<file path="src/rtl/rv_soc_apb_mux_tmo.sv">
// APB4 decoder/mux: one master port split into SLAVES regions, with an unmapped-region error responder and a wait-state watchdog.
// Latency: zero added cycles (combinational response path). Backpressure: the slave PREADY is passed through, and a hung slave is aborted after TIMEOUT waits.
// Optional sticky error status registers are built when RV_SOC_APB_MUX_STATUS_EN is defined.
module rv_soc_apb_mux_tmo #(
    parameter int PADDR_SIZE = 12,
    parameter int PDATA_SIZE = 32,
    parameter int SLAVES     = 4,
    parameter int TIMEOUT    = 256
) (
    input  logic                         PCLK,
    input  logic                         PRESETn,
    input  logic                         PSEL,
    input  logic                         PENABLE,
    input  logic [PADDR_SIZE-1:0]        PADDR,
    output logic [PDATA_SIZE-1:0]        PRDATA,
    output logic                         PREADY,
    output logic                         PSLVERR,
    output logic [SLAVES-1:0]            slv_PSEL,
    input  logic [SLAVES*PDATA_SIZE-1:0] slv_PRDATA,
    input  logic [SLAVES-1:0]            slv_PREADY,
    input  logic [SLAVES-1:0]            slv_PSLVERR
`ifdef RV_SOC_APB_MUX_STATUS_EN
    ,
    output logic                         err_valid,
    output logic                         err_tmo,
    output logic [PADDR_SIZE-1:0]        err_addr,
    input  logic                         err_clr
`endif
);
    localparam int SEL_BITS = (SLAVES > 1) ? $clog2(SLAVES) : 1;
    localparam int CNT_W    = (TIMEOUT > 0) ? $clog2(TIMEOUT + 1) : 1;
    localparam bit WDOG_EN  = (TIMEOUT != 0);
    localparam logic [SEL_BITS:0] NUM_SLV  = (SEL_BITS + 1)'(SLAVES);
    localparam logic [CNT_W-1:0]  CNT_MAX  = CNT_W'(TIMEOUT);
    localparam logic [CNT_W-1:0]  CNT_LAST = CNT_W'((TIMEOUT > 0) ? TIMEOUT - 1 : 0);

    typedef enum logic [1:0] {IDLE, ACCESS, ABORT} state_t;

    state_t                state, state_nxt;
    logic [CNT_W-1:0]      cnt, cnt_nxt;
    logic [SEL_BITS-1:0]   idx;
    logic                  mapped;
    logic                  fire;
    logic                  unused_addr;

    assign idx         = PADDR[PADDR_SIZE-1 -: SEL_BITS];
    assign mapped      = ({1'b0, idx} < NUM_SLV);
    assign unused_addr = ^PADDR;

    // Select gated by PRESETn so every slave select drops as soon as reset is asserted
    always_comb begin
        slv_PSEL = '0;
        PRDATA   = '0;
        PREADY   = 1'b1;
        PSLVERR  = 1'b0;
        if (state == ABORT) begin
            PSLVERR = 1'b1;
        end else if (PSEL) begin
            if (mapped) begin
                PREADY = 1'b0;
                for (int i = 0; i < SLAVES; i++) begin
                    if (idx == SEL_BITS'(i)) begin
                        slv_PSEL[i] = PRESETn;
                        PRDATA      = slv_PRDATA[i*PDATA_SIZE +: PDATA_SIZE];
                        PREADY      = slv_PREADY[i];
                        PSLVERR     = slv_PSLVERR[i];
                    end
                end
            end else begin
                PSLVERR = 1'b1;
            end
        end
    end

    // Slave readiness is folded into PREADY, so a late ready always beats the watchdog
    assign fire = WDOG_EN && (state == ACCESS) && PSEL && PENABLE && !PREADY && (cnt == CNT_LAST);

    always_ff @(posedge PCLK or negedge PRESETn) begin
        if (!PRESETn) begin
            state <= IDLE;
            cnt   <= '0;
        end else begin
            state <= state_nxt;
            cnt   <= cnt_nxt;
        end
    end

    always_comb begin
        state_nxt = state;
        cnt_nxt   = cnt;
        case (state)
            IDLE: begin
                if (PSEL && !PENABLE) begin
                    state_nxt = ACCESS;
                    cnt_nxt   = '0;
                end
            end
            ACCESS: begin
                if (!PSEL) begin
                    state_nxt = IDLE;
                    cnt_nxt   = '0;
                end else if (!PENABLE) begin
                    state_nxt = ACCESS;
                    cnt_nxt   = '0;
                end else if (PREADY) begin
                    state_nxt = IDLE;
                    cnt_nxt   = '0;
                end else if (fire) begin
                    state_nxt = ABORT;
                    cnt_nxt   = '0;
                end else if (cnt != CNT_MAX) begin
                    cnt_nxt = cnt + CNT_W'(1);
                end
            end
            ABORT: begin
                state_nxt = IDLE;
                cnt_nxt   = '0;
            end
            default: begin
                state_nxt = IDLE;
                cnt_nxt   = '0;
            end
        endcase
    end

`ifdef RV_SOC_APB_MUX_STATUS_EN
    logic err_evt;
    logic err_evt_tmo;

    assign err_evt_tmo = (state == ABORT);
    assign err_evt     = err_evt_tmo || (PSEL && PENABLE && PREADY && PSLVERR);

    // First error is sticky; a clear in the same cycle as a new error keeps the new one
    always_ff @(posedge PCLK or negedge PRESETn) begin
        if (!PRESETn) begin
            err_valid <= 1'b0;
            err_tmo   <= 1'b0;
            err_addr  <= '0;
        end else if (err_evt && (!err_valid || err_clr)) begin
            err_valid <= 1'b1;
            err_tmo   <= err_evt_tmo;
            err_addr  <= PADDR;
        end else if (err_clr) begin
            err_valid <= 1'b0;
            err_tmo   <= 1'b0;
            err_addr  <= '0;
        end
    end
`endif

endmodule

</file>
<file path="config.mk">
export PLATFORM = sky130hd
export DESIGN_NAME = rv_soc_apb_mux_tmo
export DESIGN_NICKNAME = d
export VERILOG_FILES = /design/src/rtl/rv_soc_apb_mux_tmo.sv
export SDC_FILE = /design/constraint.sdc
export NUM_CORES = 1
export LEC_CHECK = 0
export ABC_AREA = 1
export CORE_UTILIZATION = 31
export DETAILED_ROUTE_END_ITERATION = 8
export PLACE_DENSITY_LB_ADDON = 0.1
export SYNTH_ARGS = -nofsm -noshare
export SYNTH_HDL_FRONTEND = slang
export SYNTH_SLANG_ARGS = --single-unit
</file>
<file path="constraint.sdc">
create_clock -name PCLK -period 2.1 [get_ports PCLK]
set_input_delay 0.42 -clock PCLK [delete_from_list [all_inputs] [get_ports PCLK]]
set_output_delay 0.42 -clock PCLK [all_outputs]
set_load 0.01 [all_outputs]
</file>
# Word-level counts from Yosys, hierarchy flattened
# Index checks and enable logic that the tools add are counted.
# op_classes
add_sub_neg,1
multipliers,0
n_div,0
order_cmp,0
eq_ne,10
shift,0
mux,37
bitwise_logic,0
reduce_logical,11
# ops
op,n
32-bit 2-to-1 mux,6
9-bit 2-to-1 mux,6
9-bit case mux with 2 select lines,1
1-bit 2-to-1 mux,16
2-bit 2-to-1 mux,5
"9-bit by 1-bit adder with 9-bit output, second input constant",1
"9-bit by 8-bit == test with 1-bit output, second input constant",1
"9-bit != test, second input constant",1
4-bit 2-to-1 mux,2
"2-bit == test, second input constant",3
"6-bit by 5-bit != test with 1-bit output, second input constant",1
1-bit logical AND,5
"5-bit != test, second input constant",1
"2-bit by 1-bit == test with 1-bit output, second input constant",2
2-bit zero test,2
2-bit case mux with 2 select lines,1
2-bit AND reduction,2
1-bit zero test,2
"2-bit != test, second input constant",1
# word_totals
regBits,11
latchBits,0
ramBits,0
mem_bits_ro,0
in_bits,152
out_inout_bits,38
wordCells,61
mem_count,0

# Longest topological paths before layout
# logic_depth
word_depth,15
ltp_mapped,9
depth_no_buf,9

# Least setup slack after synthesis
# OpenSTA, ideal clock, no wires.
# synth_path
path_kind,input -> output
from,in PADDR[10]
to,out PRDATA[22]
arrival_time_ns,1.259
required_ns,1.680
path_slack_ns,0.421
path_stages,7
n_path_buf,2
path_cell_list,buf_4 -> nand2_1 -> inv_1 -> buf_2 -> nor2_1 -> o221ai_1 -> a21oi_1
# synth_via
elab_chain_cells,7
word_cells_on_any_way,10
classes_between,eq/ne: 3; mux: 6; reduce/logical: 1
# synth_rtl
item,line_no,source
from (decl),14,"input logic [PADDR_SIZE-1:0] PADDR,"
2-bit zero test,62,if (idx == SEL_BITS'(i)) begin
32-bit 2-to-1 mux (3 in a row),62,
32-bit 2-to-1 mux *,62,
32-bit 2-to-1 mux *,58,end else if (PSEL) begin
32-bit 2-to-1 mux *,56,if (state == ABORT) begin
to (decl),15,"output logic [PDATA_SIZE-1:0] PRDATA,"
# Every way passes the cells marked *; elsewhere a longest branch is shown, timed or not.

# Worst setup path in the final report
# layout_path
from,reg state[0]
to,out PRDATA[13]
# layout_via
elab_chain_cells,2
# layout_rtl
item,line_no,source
from (decl),39,"state_t state, state_nxt;"
from (signal assigned),83,state <= state_nxt;
2-bit == test,56,
32-bit 2-to-1 mux,56,
# Every way passes these cells.

==> metrics.txt <==
status=finished clean; die area=0.00607 mm2; Slew @ Worst Pin=236 ps; setup ws final=76.2 ps; Critical R2R Capture=cnt[4]; drt pass-1 iters=5; H-tree depth=1; Die Span X=77.9 um; post-synthesis area per instance=5.94 um2; share of cells above drive strength 1=16.7%; r2r worst-path depth=8; dominant synthesized flop cell=dfrtp_1; initial antenna violation count=0; synth warn=0; gr usage total=28.0%; clock insertion delay at the later pin of the skew report=250 ps; fin util=70.6%; IO Port Bufs=179; hold path endpoint=state[0]; Synth cell types=30; pins over their slew limit=0; die span in y=77.9 um; I/O pin count=190; Hold Buf Count CTS=0; hold depth=1; Max Freq=494 MHz; Yosys reg bits=11; worst r2r src=cnt[0]; flop2flop setup slack=500 ps; Post-DRT Antenna Nets=0; DR WL/cell=15.4 um; Leakage=1.79 nW; row count=27; clock root buffer=clkbuf_8; fin nets=658; Worst-path clk slew=50 ps; worst hold start=state[1]; asr flop ratio synth=100%; DR DRC count=0; DR iter-0 viols=126; Startpoint Class=register; CTS tree=yes; final worst-path cycle share=96.4%; Vias/cell=5.16; worst rel slew slack=84.2%; GRT overflow=0; CP required=1680 ps; via count=2968; Starting Density=32.2%; maximum fanout along the worst path=7; VDD IR max=269 uV; WL final=8850 um; total nets after synthesis=455; RePlAce Congestion=0.858; most common cell after layout, fill and taps aside=clkdlybuf4s50_1; EDFF count, synth=0; Pwr per Cell Area=287 mW/mm2; WP data arrival=1600 ps; Synth-to-Final Area Change=119%; n_diodes=0; Synth Instances=301; clk buf depth=2; commonest non-fill, non-tap cells in the layout=clkdlybuf4s50_1, nand3_1, nand2_1; sequential fraction of the synthesis area=15.4%; vias in the first global route=2794; largest net degree at the start of global routing=29; pre-CTS setup slack=-639 ps; first-pass GRT wire length=13700 um; max-cap viol count=0; final hold violations=0; hold crit path type=reg -> reg; Clock Skews=6.42 ps; total CTS buffers=3; Setup crit end kind=output port; final setup violating endpoints=0; clk sink count=11; dpl hpwl=6930 um; Cell Area, Synth=0.00179 mm2; WS Path Type=reg -> out; Tmin final=2020 ps; CORE AREA=0.00554 mm2; Final Hold Slack=514 ps
how the worst max path moves through the flow:
stage / start / endpoint / slack (ps)
2_1_floorplan: PADDR[10] / PRDATA[22] / 420
4_1_cts: state[0] / PRDATA[23] / 5
5_1_grt: state[0] / PRDATA[12] / -10
6_report: state[0] / PRDATA[13] / 80
3_5_place_dp: PADDR[10] / PRDATA[16] / -640
3_3_place_gp: PADDR[10] / PRDATA[16] / -600
worst max-delay path: stages, from the launching register on:
cell       delay (ps)
dfrtp_1           390
inv_2              70
nand2_2            60
nand2_4            80
clkinv_4           70
buf_4             130
bufbuf_16         260
o211ai_1           90
inv_1              50
buf_2             140
report_power, final:
| part | total, mW | internal [mW] | leakage [nW] | switching (mW) |
|---|---|---|---|---|
| Clock | 0.219 | 0.134 | 0.0228 | 0.0857 |
| Combinational | 0.686 | 0.419 | 1.61 | 0.268 |
| Sequential | 0.216 | 0.214 | 0.152 | 0.00142 |
| Total | 1.12 | 0.766 | 1.79 | 0.355 |
synthesized netlist by cell type (3+ instances only):
| master | n | area, um2 |
|---|---|---|
| nand3_2 | 4 | 40.0 |
| nor2_2 | 3 | 18.8 |
| dfrtp_1 | 11 | 275 |
| o221ai_1 | 7 | 61.3 |
| inv_1 | 31 | 116 |
| nand2_1 | 46 | 173 |
| o211ai_1 | 18 | 135 |
| o21ai_0 | 31 | 155 |
| nand4_1 | 3 | 18.8 |
| buf_2 | 13 | 65.1 |
| nor2_1 | 29 | 109 |
| inv_2 | 5 | 18.8 |
| o21bai_1 | 9 | 67.6 |
| a21oi_1 | 15 | 75.1 |
| o22ai_1 | 8 | 50.1 |
| nand3_1 | 47 | 235 |
| buf_4 | 3 | 22.5 |
final cells by class:
cell class                 instances  area, um2
fill                             471       1630
multi-input combinational        233       1270
inverter                          37        144
clock buffer                       4       45.0
sequential                        11        275
tap                               72       90.1
timing repair buffer             218       2080
cells by family (layout without fill, tap and decap cells):
| group | Yosys count | count (layout) | synth area share (%) |
|---|---|---|---|
| flip-flops | 11 | 11 | 15.4 |
| XOR/XNOR | 1 | 1 | 0.490 |
| adder cells (fa/ha/maj) | 2 | 2 | 1.40 |
| buffers and inverters | 57 | 259 | 14.4 |
| AO/OA/AOI/OAI | 92 | 92 | 32.2 |
| AND/OR/NAND/NOR | 138 | 138 | 36.1 |
timing repair:
item | in CTS | in global routing
gates resized for setup | 86 | 20
cloned | 1 | 0
pin swaps | 2 | 1
endpoints found under the setup margin | 38 | 18
buffers inserted | 10 | 0
flip-flops by register name, summed over array words and instances, names as in the netlist:
name   flops
cnt        9
state      2
metal layers:
metal	vias up	wire (um)	GRT usage, %
met5	-	0	0
met4	0	203	9.63
met3	21	659	4.47
met2	131	4380	50.4
met1	1366	3610	33.5
li1	1450	-	-
per-stage QoR:
stage | setup TNS [ps] | instance area [um2] | instances | power [mW]
2_1_floorplan | 0 | 1790 | 301 | 0.459
3_3_place_gp | -21530 | 3800 | 560 | 0.904
3_5_place_dp | -22680 | 3800 | 560 | 0.910
4_1_cts | 0 | 3920 | 575 | 1.13
5_1_grt | -48.4 | 3910 | 575 | 1.19
6_report | 0 | 3910 | 575 | 1.12
No activity file was read; power rests on OpenSTA's default activity.
